--- src/rtl/pc_sequencer.sv ---
// Program-counter stage of the single-cycle MIPS core.
// Registers the next PC from branch control, runs the HALT / single-step
// protocol driven by a synchronised OK button, and counts committed
// instructions.
module pc_sequencer #(
  parameter int unsigned          PC_W     = 11,
  parameter logic [PC_W-1:0]      RESET_PC = '0,
  parameter int unsigned          CNT_W    = 16
) (
  input  logic             clock,
  input  logic             reset_n,
  input  logic [PC_W-1:0]  next_pc,
  input  logic             halt,
  input  logic             ok,
  input  logic             imem_ready,
  output logic [PC_W-1:0]  pc,
  output logic             commit,
  output logic             halted,
  output logic [CNT_W-1:0] retired
);

  typedef enum logic [1:0] {
    ST_RUN     = 2'd0,
    ST_HALTED  = 2'd1,
    ST_RELEASE = 2'd2
  } state_t;

  state_t            state_q;
  state_t            state_d;
  logic              ok_s1;
  logic              ok_s2;
  logic              ok_d;
  logic              ok_rise;
  logic              commit_raw;
  logic [PC_W-1:0]   pc_q;
  logic [CNT_W-1:0]  retired_q;
  logic              halted_q;

  // Two-flop synchroniser for the asynchronous button, plus one delay for edge detection.
  // NOTE: every sequential assignment is non-blocking so all flops sample
  // pre-edge values; a blocking '=' here would collapse the chain into a wire.
  always_ff @(posedge clock or negedge reset_n) begin
    if (!reset_n) begin
      ok_s1 <= 1'b0;
      ok_s2 <= 1'b0;
      ok_d  <= 1'b0;
    end else begin
      ok_s1 <= ok;
      ok_s2 <= ok_s1;
      ok_d  <= ok_s2;
    end
  end

  // One pulse per button press, only ever derived from the synchronised copy.
  assign ok_rise = ok_s2 & ~ok_d;

  // FSM state register.
  always_ff @(posedge clock or negedge reset_n) begin
    if (!reset_n) begin
      state_q <= ST_RUN;
    end else begin
      state_q <= state_d;
    end
  end

  // Next-state and commit decode.
  // NOTE: defaults are assigned before the case so every path drives every
  // signal; missing one would infer a latch.
  always_comb begin
    state_d    = state_q;
    commit_raw = 1'b0;
    case (state_q)
      ST_RUN: begin
        // A stall masks halt: the instruction word is not valid yet.
        if (imem_ready) begin
          if (halt) begin
            state_d = ST_HALTED;
          end else begin
            commit_raw = 1'b1;
          end
        end
      end
      ST_HALTED: begin
        // The press steps over the HALT; branch control presents PC+1.
        if (ok_rise) begin
          commit_raw = 1'b1;
          state_d    = ST_RELEASE;
        end
      end
      ST_RELEASE: begin
        // Wait for the button to be let go so one press gives one step.
        if (!ok_s2) begin
          state_d = ST_RUN;
        end
      end
      default: begin
        state_d = ST_RUN;
      end
    endcase
  end

  // Nothing commits while reset is held, even though the FSM decodes RUN.
  assign commit = commit_raw & reset_n;

  // PC register: follows branch control only on committing cycles.
  always_ff @(posedge clock or negedge reset_n) begin
    if (!reset_n) begin
      pc_q <= RESET_PC;
    end else if (commit_raw) begin
      pc_q <= next_pc;
    end
  end

  // Retired-instruction counter, free-running modulo 2^CNT_W.
  always_ff @(posedge clock or negedge reset_n) begin
    if (!reset_n) begin
      retired_q <= '0;
    end else if (commit_raw) begin
      retired_q <= retired_q + {{(CNT_W-1){1'b0}}, 1'b1};
    end
  end

  // Registered halted flag: high whenever the FSM is about to sit outside RUN.
  always_ff @(posedge clock or negedge reset_n) begin
    if (!reset_n) begin
      halted_q <= 1'b0;
    end else begin
      halted_q <= (state_d != ST_RUN);
    end
  end

  assign pc      = pc_q;
  assign retired = retired_q;
  assign halted  = halted_q;

endmodule

--- config.mk ---
export PLATFORM = sky130hd
export DESIGN_NAME = pc_sequencer
export DESIGN_NICKNAME = d
export VERILOG_FILES = /design/src/rtl/pc_sequencer.sv
export SDC_FILE = /design/constraint.sdc
export NUM_CORES = 1
export LEC_CHECK = 0
export ABC_AREA = 1
export ABC_CLOCK_PERIOD_IN_PS = 1630
export CAP_MARGIN = 25
export CORE_MARGIN = 4
export CORE_UTILIZATION = 40
export DETAILED_ROUTE_END_ITERATION = 10
export PLACE_DENSITY = 0.67
export RECOVER_POWER = 100
export SETUP_SLACK_MARGIN = 0.4
export SYNTH_ARGS = -nofsm -noshare
export SYNTH_HDL_FRONTEND = slang
export SYNTH_SLANG_ARGS = --single-unit
--- constraint.sdc ---
create_clock -name clock -period 1.63 [get_ports clock]
set_clock_uncertainty 0.2 [all_clocks]
set_input_delay 0.163 -clock clock [delete_from_list [all_inputs] [get_ports clock]]
set_output_delay 0.163 -clock clock [all_outputs]
set_load 0.02 [all_outputs]
# Word-level counts from Yosys, hierarchy flattened

Index checks and enable logic that the tools add are counted.

Add/subtract/negate cells: 1
Bitwise operators: 3
Equal/unequal tests: 2
Reduce and logical (&&, ||, !) cells: 2
Muxes and demuxes: 9

Operators by type and width:

| kind                                                                   | number |
|---|---|
| 16-bit by 1-bit adder with 16-bit output (second input constant)       | 1 |
| 2-bit 2-to-1 mux                                                       | 4 |
| 2-bit case mux with 3 select lines                                     | 1 |
| 1-bit 2-to-1 mux                                                       | 3 |
| 1-bit AND                                                              | 2 |
| 2-bit by 1-bit equality test with 1-bit output (second input constant) | 1 |
| 2-bit equality test (second input constant)                            | 1 |
| 2-bit zero test                                                        | 1 |
| 1-bit case mux with 2 select lines                                     | 1 |
| 2-bit nonzero test                                                     | 1 |
| 1-bit NOT                                                              | 1 |

Bits in registers: 33

# Logic depth before layout (Yosys ltp)

Gate-level depths: netlist (run 1).

Depth after elaboration: 5
Gate-level depth with buffers: 8
Gate-level depth less buffers: 8

# Least setup slack after synthesis (run 1)

No wires, ideal clock.

Path kind: register -> output
From: reg state_q[1]
To: out commit
Data arrival time: 1.188 ns
Data required time: 1.267 ns
Path slack: 0.079 ns
Stages on the path, launching flop included: 7
Path through: dfrtp_1 -> nor2_1 -> nand2_1 -> nand2_4 -> inv_2 -> buf_6 -> nor2_1

Word-level cells in the longest chain between the ends: 3
Elaborated cells between the ends (all ways): 4
Those cells by class: eq/ne (1); mux (1); bitwise (1); reduce/logical (1)

Ends and longest elaborated chain:

| what                                                                                     | RTL line | RTL |
|---|---|---|
| start, declared                                                                          | 28       | `state_t state_q;` |
| start signal, assigned                                                                   | 62       | `state_q <= state_d;` |
| 2-bit by 1-bit equality test with 1-bit output / 2-bit zero test (equally long branches) | 72       | `case (state_q)` |
| 1-bit case mux with 2 select lines (*)                                                   | 72       |  |
| 1-bit AND (*)                                                                            | 103      | `assign commit = commit_raw & reset_n;` |
| end, declared                                                                            | 17       | `output logic commit,` |

Every way passes the cells marked *; elsewhere a longest branch is shown, timed or not.

# Final worst setup path (run 1)

Same ends and word-level chain as after synthesis.

==> summary.txt, run 1 <==
Run status
  – Status: complete, but fails checks
  – Failing checks: setup timing

GRT
  – Overflow after GRT: 0
  – First-pass GRT wire length: 6580 um
  – Overall Global Routing Usage: 0.170
  – Antenna violations before repair: 0
  – Pin count of the biggest net entering global routing: 34
  – Number of global-route vias before repair: 1,446

Floorplan
  – Die width: about 70 um
  – Core area: 0.00374 mm^2
  – Die Y: roughly 71 um
  – Die ar.: about 0.0050 mm^2
  – Initial core utilization: 0.421
  – Cell row count: 22
  – IO Pins: 45

Power and ir drop
  – Maximum vdd ir drop: 0.903 mV
  – Pwr/cell area: between 1000 and 1500 mW/mm^2
  – Pleak: 0.00132 uW

Synthesis
  – Register bit total from synthesis: 33
  – Asr flop ratio synth: 1.00
  – Distinct cell type count after synthesis: 20
  – Post-synth EDFFs: 0
  – Ys flop type: dfrtp_1
  – Post-synthesis net count: 210
  – Yosys Warn Count: 0
  – Synthesized area: 0.00158 mm^2
  – Seq/Total Area, Yosys: 0.523
  – Synth Instances: 193
  – Average size of a mapped cell: 8.17 um^2

Timing
  – Hold Fails Final Rpt: 0
  – Max-slew violations: 0
  – Final setup violation count: 1
  – RSZ-0062 raised after global routing: yes
  – Final hold slack: 0.114 ns
  – Rel. slew slack: 0.721
  – Period utilization: 1.00
  – PnR worst setup slack: -0.00636 ns
  – Total Neg Setup Slack: -0.00636 ns
  – Minimum clock period: 1.64 ns
  – Fmax: 0.611 GHz
  – Tightest Pin Transition: 0.419 ns

Routing
  – Per-cell routed wire length: 13.3 um
  – Via-to-Cell Ratio: 4.78
  – Final ANT Viol Nets: 0
  – Residual DRC: 0
  – Vias: 1,544
  – Drt total wl: 4290 um
  – First drt pass iteration count: 4
  – First DRT Iteration DRCs: 66

Clock network
  – Clock transition at path regs: 0.07 ns
  – Htree depth: 2
  – Num CTS Buffers: 5
  – Clock Path Buffers: 2
  – CTS tree: done
  – Clk Latency, worst-skew pair: 0.28 ns
  – Clock Tree Root: clkbuf_8
  – CTS sink cnt: 33

Placement
  – Port Buffers: 44
  – Pre-CTS setup slack: -0.352 ns
  – DP HPWL: 2250 um
  – Gp weighted congestion: 0.714

Layout
  – Post-layout util: 0.690
  – Multi-input logic area: between 700 and 800 um^2
  – Antenna diode count: 0
  – Layout Nets: 291
  – Area growth from synthesis to layout: 63.7%
  – Layout cells sized above 1: 0.345
  – FF+latch area: 832 um^2
  – # fillers: 311

Worst setup path
  – Worst r2r src: state_q[1]$_DFF_PN0_
  – Largest stage delay, worst path: 0.46 ns
  – Worst R2R Setup Slack: 0 ns
  – WP buf/inv: 2
  – Setup crit end kind: primary output
  – Crit-path max FO: 3
  – Reg2Reg Depth: 9
  – Critical path type: flip-flop to primary output
  – CP startpoint kind: flip-flop
  – Crit path required time: 1.27 ns
  – Worst path arrival time: between 1 and 1.5 ns
  – Slowest stage cell on the critical path: dfrtp_2
  – Worst R2R End: retired[14]$_DFFE_PN0P_
  – Crit-path cells: nor2_4 > nand2_4 > nand2_4 > inv_4 > nor2_4 > buf_6
  – Critical path's top delay family: flip-flops

Run
  – Max-cap viol count: 0

Worst hold path
  – Worst min path class: input pin to async pin
worst max path at each step:
stage                                start                     end  slack (ns)  depth (start not counted)
floorplan           retired[0]$_DFFE_PN0P_  retired[6]$_DFFE_PN0P_        0.24                          5
global placement                imem_ready                  commit       -0.35                          8
detailed placement              imem_ready                  commit       -0.35                          8
CTS                   state_q[0]$_DFF_PN0_                  commit        0.02                          7
global route          state_q[0]$_DFF_PN0_                  commit       -0.07                          7
finish                state_q[1]$_DFF_PN0_                  commit      -0.006                          6
flip-flops by register name, indices dropped and copies added (netlist names):
register and cells:
ok_s2 1, ok_s1 1, ok_d 1, pc 11, state_q 2, retired 16, halted 1
per-layer routing:
| metal | track usage | share of wire |
|---|---|---|
| met1 | 0.190 | 0.39 |
| met2 | 0.299 | 0.55 |
| met3 | 0.0341 | 0.037 |
| met4 | 0.0981 | 0.023 |
| met5 | 0 | 0 |
cell type report:
class | instances | area share
well taps | 48 | 0.0233
clock buffers | 7 | 0.0373
repair buffers | 78 | 0.272
multi-input cells | 130 | 0.305
clock inverters | 1 | 0.00194
flip-flops and latches | 33 | 0.322
inverters | 26 | 0.0388
per-stage QoR:
step	instances	instance area, um^2	power [uW]
floorplan	193	1630	1990
global placement	286	2120	2550
detailed placement	286	2120	2570
CTS	321	2520	3630
global route	323	2580	3900
finish	323	2580	3680
what timing repair did:
action                     4_1_cts  5_1_grt
hold endpoints to repair         0        0
buffers inserted                23        1
gates cloned                     4        1
hold buffers                     0        0
pin swaps                       16       10
gates resized for setup        166       35
setup endpoints to repair       56       45
synthesized netlist by cell type (2+ instances only):
library cell	instances	area [um^2]
nand4_1	9	56.3
nand3b_1	2	15.0
buf_6	2	22.5
inv_1	25	93.8
xnor2_1	2	17.5
nand2_1	84	315
nor2_1	10	37.5
xor2_1	3	26.3
nand2_2	2	12.5
nor2_4	2	22.5
dfrtp_1	33	826
nand3_1	11	55.1
layout by cell type, fill, tap and decap left out:
master           instances
buf_12                   3
buf_16                   4
buf_4                   21
buf_6                    8
buf_8                    1
clkbuf_1                25
clkbuf_16                1
clkbuf_8                 7
clkdlybuf4s50_1         14
clkinv_2                 1
dfrtp_1                 28
dfrtp_2                  5
dlygate4sd3_1            1
ha_4                     1
inv_1                   23
inv_2                    2
inv_4                    1
nand2_1                 60
nand2_2                 19
nand2_4                  8
nand3_1                  4
nand3_2                  5
nand3_4                  2
nand3b_1                 2
nand4_1                  9
nor2_1                   8
nor2_4                   5
o21ai_0                  1
xnor2_1                  2
xnor2_2                  1
xor2_1                   3
logic make-up after synthesis:
group	Yosys count	share of synthesized area
flops	33	0.523
xor+xnor	6	0.0381
buf+inv	30	0.0904
compound gates	1	0.00317
fa+ha+maj	1	0.00793
simple gates	122	0.337
where the power goes:
part	leakage, uW	internal [uW]	switching, uW
logic	0.000858	836	916
registers	0.000411	1060	205
clock network	0.0000542	381	290
total	0.00132	2270	1410
No activity file was read; power rests on OpenSTA's default activity.
==> run 2: changes to the inputs <==
ABC_CLOCK_PERIOD_IN_PS = not set   (was 1630)
RECOVER_POWER = not set   (was 100)
SKIP_CTS_REPAIR_TIMING = 1   (was not set)
==> run 2 against run 1 <==
Against the previous run:
- the flow still finishes with violations (setup timing)
- utilization decreased by 2.6 points
- sequential share of layout area increased by 1.6 points
- register-to-register slack gained 0.05 ns
- critical path depth stayed put
- power shrank 6.7%
- via count decreased by 6.7%
- clock-buffer cell count is the same
- die area unchanged
- critical path type unchanged
- largest cell class unchanged
- largest power group unchanged
==> summary.txt, run 2 (synthesis gave the netlist of run 1 again) <==
Floorplan
  – IO Pins: 45 (unchanged)
  – Initial core utilization: 0.421 (unchanged)
  – Cell row count: 22 (unchanged)
  – Die width: 70.8 um (unchanged)
  – Core area: 0.00374 mm^2 (unchanged)
  – Die Y: 70.8 um (unchanged)
  – Die ar.: 0.00501 mm^2 (unchanged)

Placement
  – Gp weighted congestion: 0.714 (unchanged)
  – Placed inst area: 0.00212 mm^2 (unchanged)
  – Port Buffers: 44 (unchanged)
  – Pre-CTS setup slack: -0.352 ns (unchanged)
  – DP HPWL: 2250 um (unchanged)

GRT
  – Antenna violations before repair: 0 (unchanged)
  – Overflow after GRT: 0 (unchanged)
  – Number of global-route vias before repair: 1,210 (was 1,446)
  – Pin count of the biggest net entering global routing: 35 (was 34)
  – First-pass GRT wire length: 5400 um (was 6580 um)
  – Overall Global Routing Usage: 0.139 (was 0.170)

Clock network
  – CTS sink cnt: 33 (unchanged)
  – Htree depth: 2 (unchanged)
  – Num CTS Buffers: 5 (unchanged)
  – Clock transition at path regs: 0.07 ns (about the same)
  – Clock Tree Root: clkbuf_8 (unchanged)
  – Clk Latency, worst-skew pair: 0.28 ns (about the same)
  – CTS tree: done (unchanged)
  – Clock Path Buffers: 2 (unchanged)

Layout
  – Layout Nets: 278 (was 291)
  – Post-layout util: 0.664 (was 0.690)
  – Antenna diode count: 0 (unchanged)
  – Layout cells sized above 1: 0.382 (was 0.345)
  – # fillers: 319 (was 311)
  – Commonest non-fill, non-tap cells in the layout: nand2_1, inv_1, dfrtp_1 (was nand2_1, dfrtp_1, clkbuf_1)
  – Commonest non-fill, non-tap cell in the layout: nand2_1 (unchanged)
  – Max reg flops: 16 (unchanged)
  – Final Cell Area: 0.00248 mm^2 (was 0.00258 mm^2)
  – Area growth from synthesis to layout: 57.5% (was 63.7%)

Power and ir drop
  – Net switching power: 1300 uW (was 1410 uW)
  – Pleak: 0.00132 uW (about the same)
  – Seq pwr share: 0.370 (was 0.342)
  – Total Power: 3440 uW (was 3680 uW)
  – Switch share: 0.378 (was 0.383)
  – Maximum vdd ir drop: 0.807 mV (was 0.903 mV)
  – Internal power: 2140 uW (was 2270 uW)
  – Pwr/cell area: 1380 mW/mm^2 (was 1430 mW/mm^2)
  – Clk pwr share: 0.195 (was 0.182)
  – Power share of the combinational group: 0.435 (was 0.476)

Routing
  – First DRT Iteration DRCs: 74 (was 66)
  – Residual DRC: 0 (unchanged)
  – Per-cell routed wire length: 12.4 um (was 13.3 um)
  – Vias: 1,440 (was 1,544)
  – First drt pass iteration count: 4 (unchanged)
  – Via-to-Cell Ratio: 4.65 (was 4.78)
  – Drt total wl: 3830 um (was 4290 um)
  – Final ANT Viol Nets: 0 (unchanged)

Timing
  – Final setup violation count: 1 (unchanged)
  – Max-slew violations: 0 (unchanged)
  – PnR worst setup slack: -0.0208 ns (was -0.00636 ns)
  – Minimum clock period: 1.65 ns (was 1.64 ns)
  – Total Neg Setup Slack: -0.0208 ns (was -0.00636 ns)
  – Rel. slew slack: 0.714 (was 0.721)
  – Hold Fails Final Rpt: 0 (unchanged)
  – Fmax: 0.606 GHz (was 0.611 GHz)
  – Tightest Pin Transition: 0.429 ns (was 0.419 ns)
  – RSZ-0062 raised after global routing: yes (unchanged)
  – Period utilization: 1.01 (was 1.00)

Worst hold path
  – Worst min path class: input pin to async pin (unchanged)

Worst setup path
  – Setup crit end kind: primary output (unchanged)
  – Crit-path max FO: 3 (unchanged)
  – Worst path arrival time: 1.29 ns (was 1.27 ns)
  – Crit path required time: 1.27 ns (about the same)
  – WP buf/inv: 2 (unchanged)
  – Critical path type: flip-flop to primary output (unchanged)
  – Crit-path cells: nor2_2 > nand2_2 > nand2_4 > inv_4 > nor2_4 > buf_6 (was nor2_4 > nand2_4 > nand2_4 > inv_4 > nor2_4 > buf_6)
  – Largest stage delay, worst path: 0.42 ns (was 0.46 ns)
  – Slowest stage cell on the critical path: dfrtp_1 (was dfrtp_2)
  – CP startpoint kind: flip-flop (unchanged)
  – Critical path's top delay family: simple AND/OR/NAND/NOR gates (was flip-flops)

Run status
  – Status: complete, but fails checks (unchanged)
  – Failing checks: setup timing (unchanged)

Run
  – Max-cap viol count: 0 (unchanged)
-- run 2: cell count changes in the layout (fill, tap and decap cells not counted), sizes merged --
cell / change
clkbuf: -11
buf: -2
clkdlybuf4s50: +1
dlygate4sd3: -1
-- run 2: cell type report --
class / count / area (um^2) / share of cell area
clock buffer: 7 / 96.3 / 0.0388
clock inverter: 1 / 5.00 / 0.00201
inverter: 26 / 103 / 0.0413
multi-input combinational: 130 / 749 / 0.302
sequential: 33 / 840 / 0.338
tap: 48 / 60.1 / 0.0242
timing repair buffer: 65 / 632 / 0.254
-- run 2: stage by stage --
stage / cells / hold WS (ns)
CTS: 294 / 0.125
finish: 310 / 0.119
global placement: 286 / 0.136
detailed placement: 286 / 0.139
global route: 310 / 0.122
floorplan: 193 / -0.333
-- run 2: worst reg2reg max path, cell delays in order (launching register included) --
cell       delay, ns
dfrtp_1         0.42
nor2_2          0.16
nand2_2         0.11
nand2_4         0.10
buf_6           0.13
clkbuf_16       0.16
nand3_2         0.07
nand2_1         0.08
nand2_1         0.04
-- run 2: power groups by stage --
stage | Clock (uW) | Sequential, uW | Combinational (uW)
final | 671 | 1270 | 1490
after global routing | 723 | 1310 | 1600
after CTS | 687 | 1270 | 1290
after detailed placement | 0 | 1280 | 1290
after global placement | 0 | 1270 | 1270
after floorplan | 0 | 1520 | 468
-- run 2: final timing paths --
kind,from,end,slack [ns],cells past startpoint
hold reg to reg,ok_s1$_DFF_PN0_,ok_s2$_DFF_PN0_,0.16,0
setup reg to reg,state_q[1]$_DFF_PN0_,retired[10]$_DFFE_PN0P_,0.05,8
max in group asynchronous,reset_n,retired[12]$_DFFE_PN0P_,0.78,2
min in group clock,ok,ok_s1$_DFF_PN0_,0.13,1
hold / removal,reset_n,pc[4]$_DFFE_PN0P_,0.12,2
setup / recovery,state_q[1]$_DFF_PN0_,commit,-0.02,6
-- run 2: metal layers --
metal  vias up  part of all wire  track usage
li1        725                 -            -
met1       681              0.41        0.164
met2        30              0.53        0.227
met3         4             0.044       0.0327
met4         0             0.016       0.0877
met5         -                 0            0
==> run 3: changes to the inputs <==
HOLD_SLACK_MARGIN = 0.02   (was not set)
==> results of run 3 <==
Same layout as run 2: the final DEF is identical, and so are final timing and power.
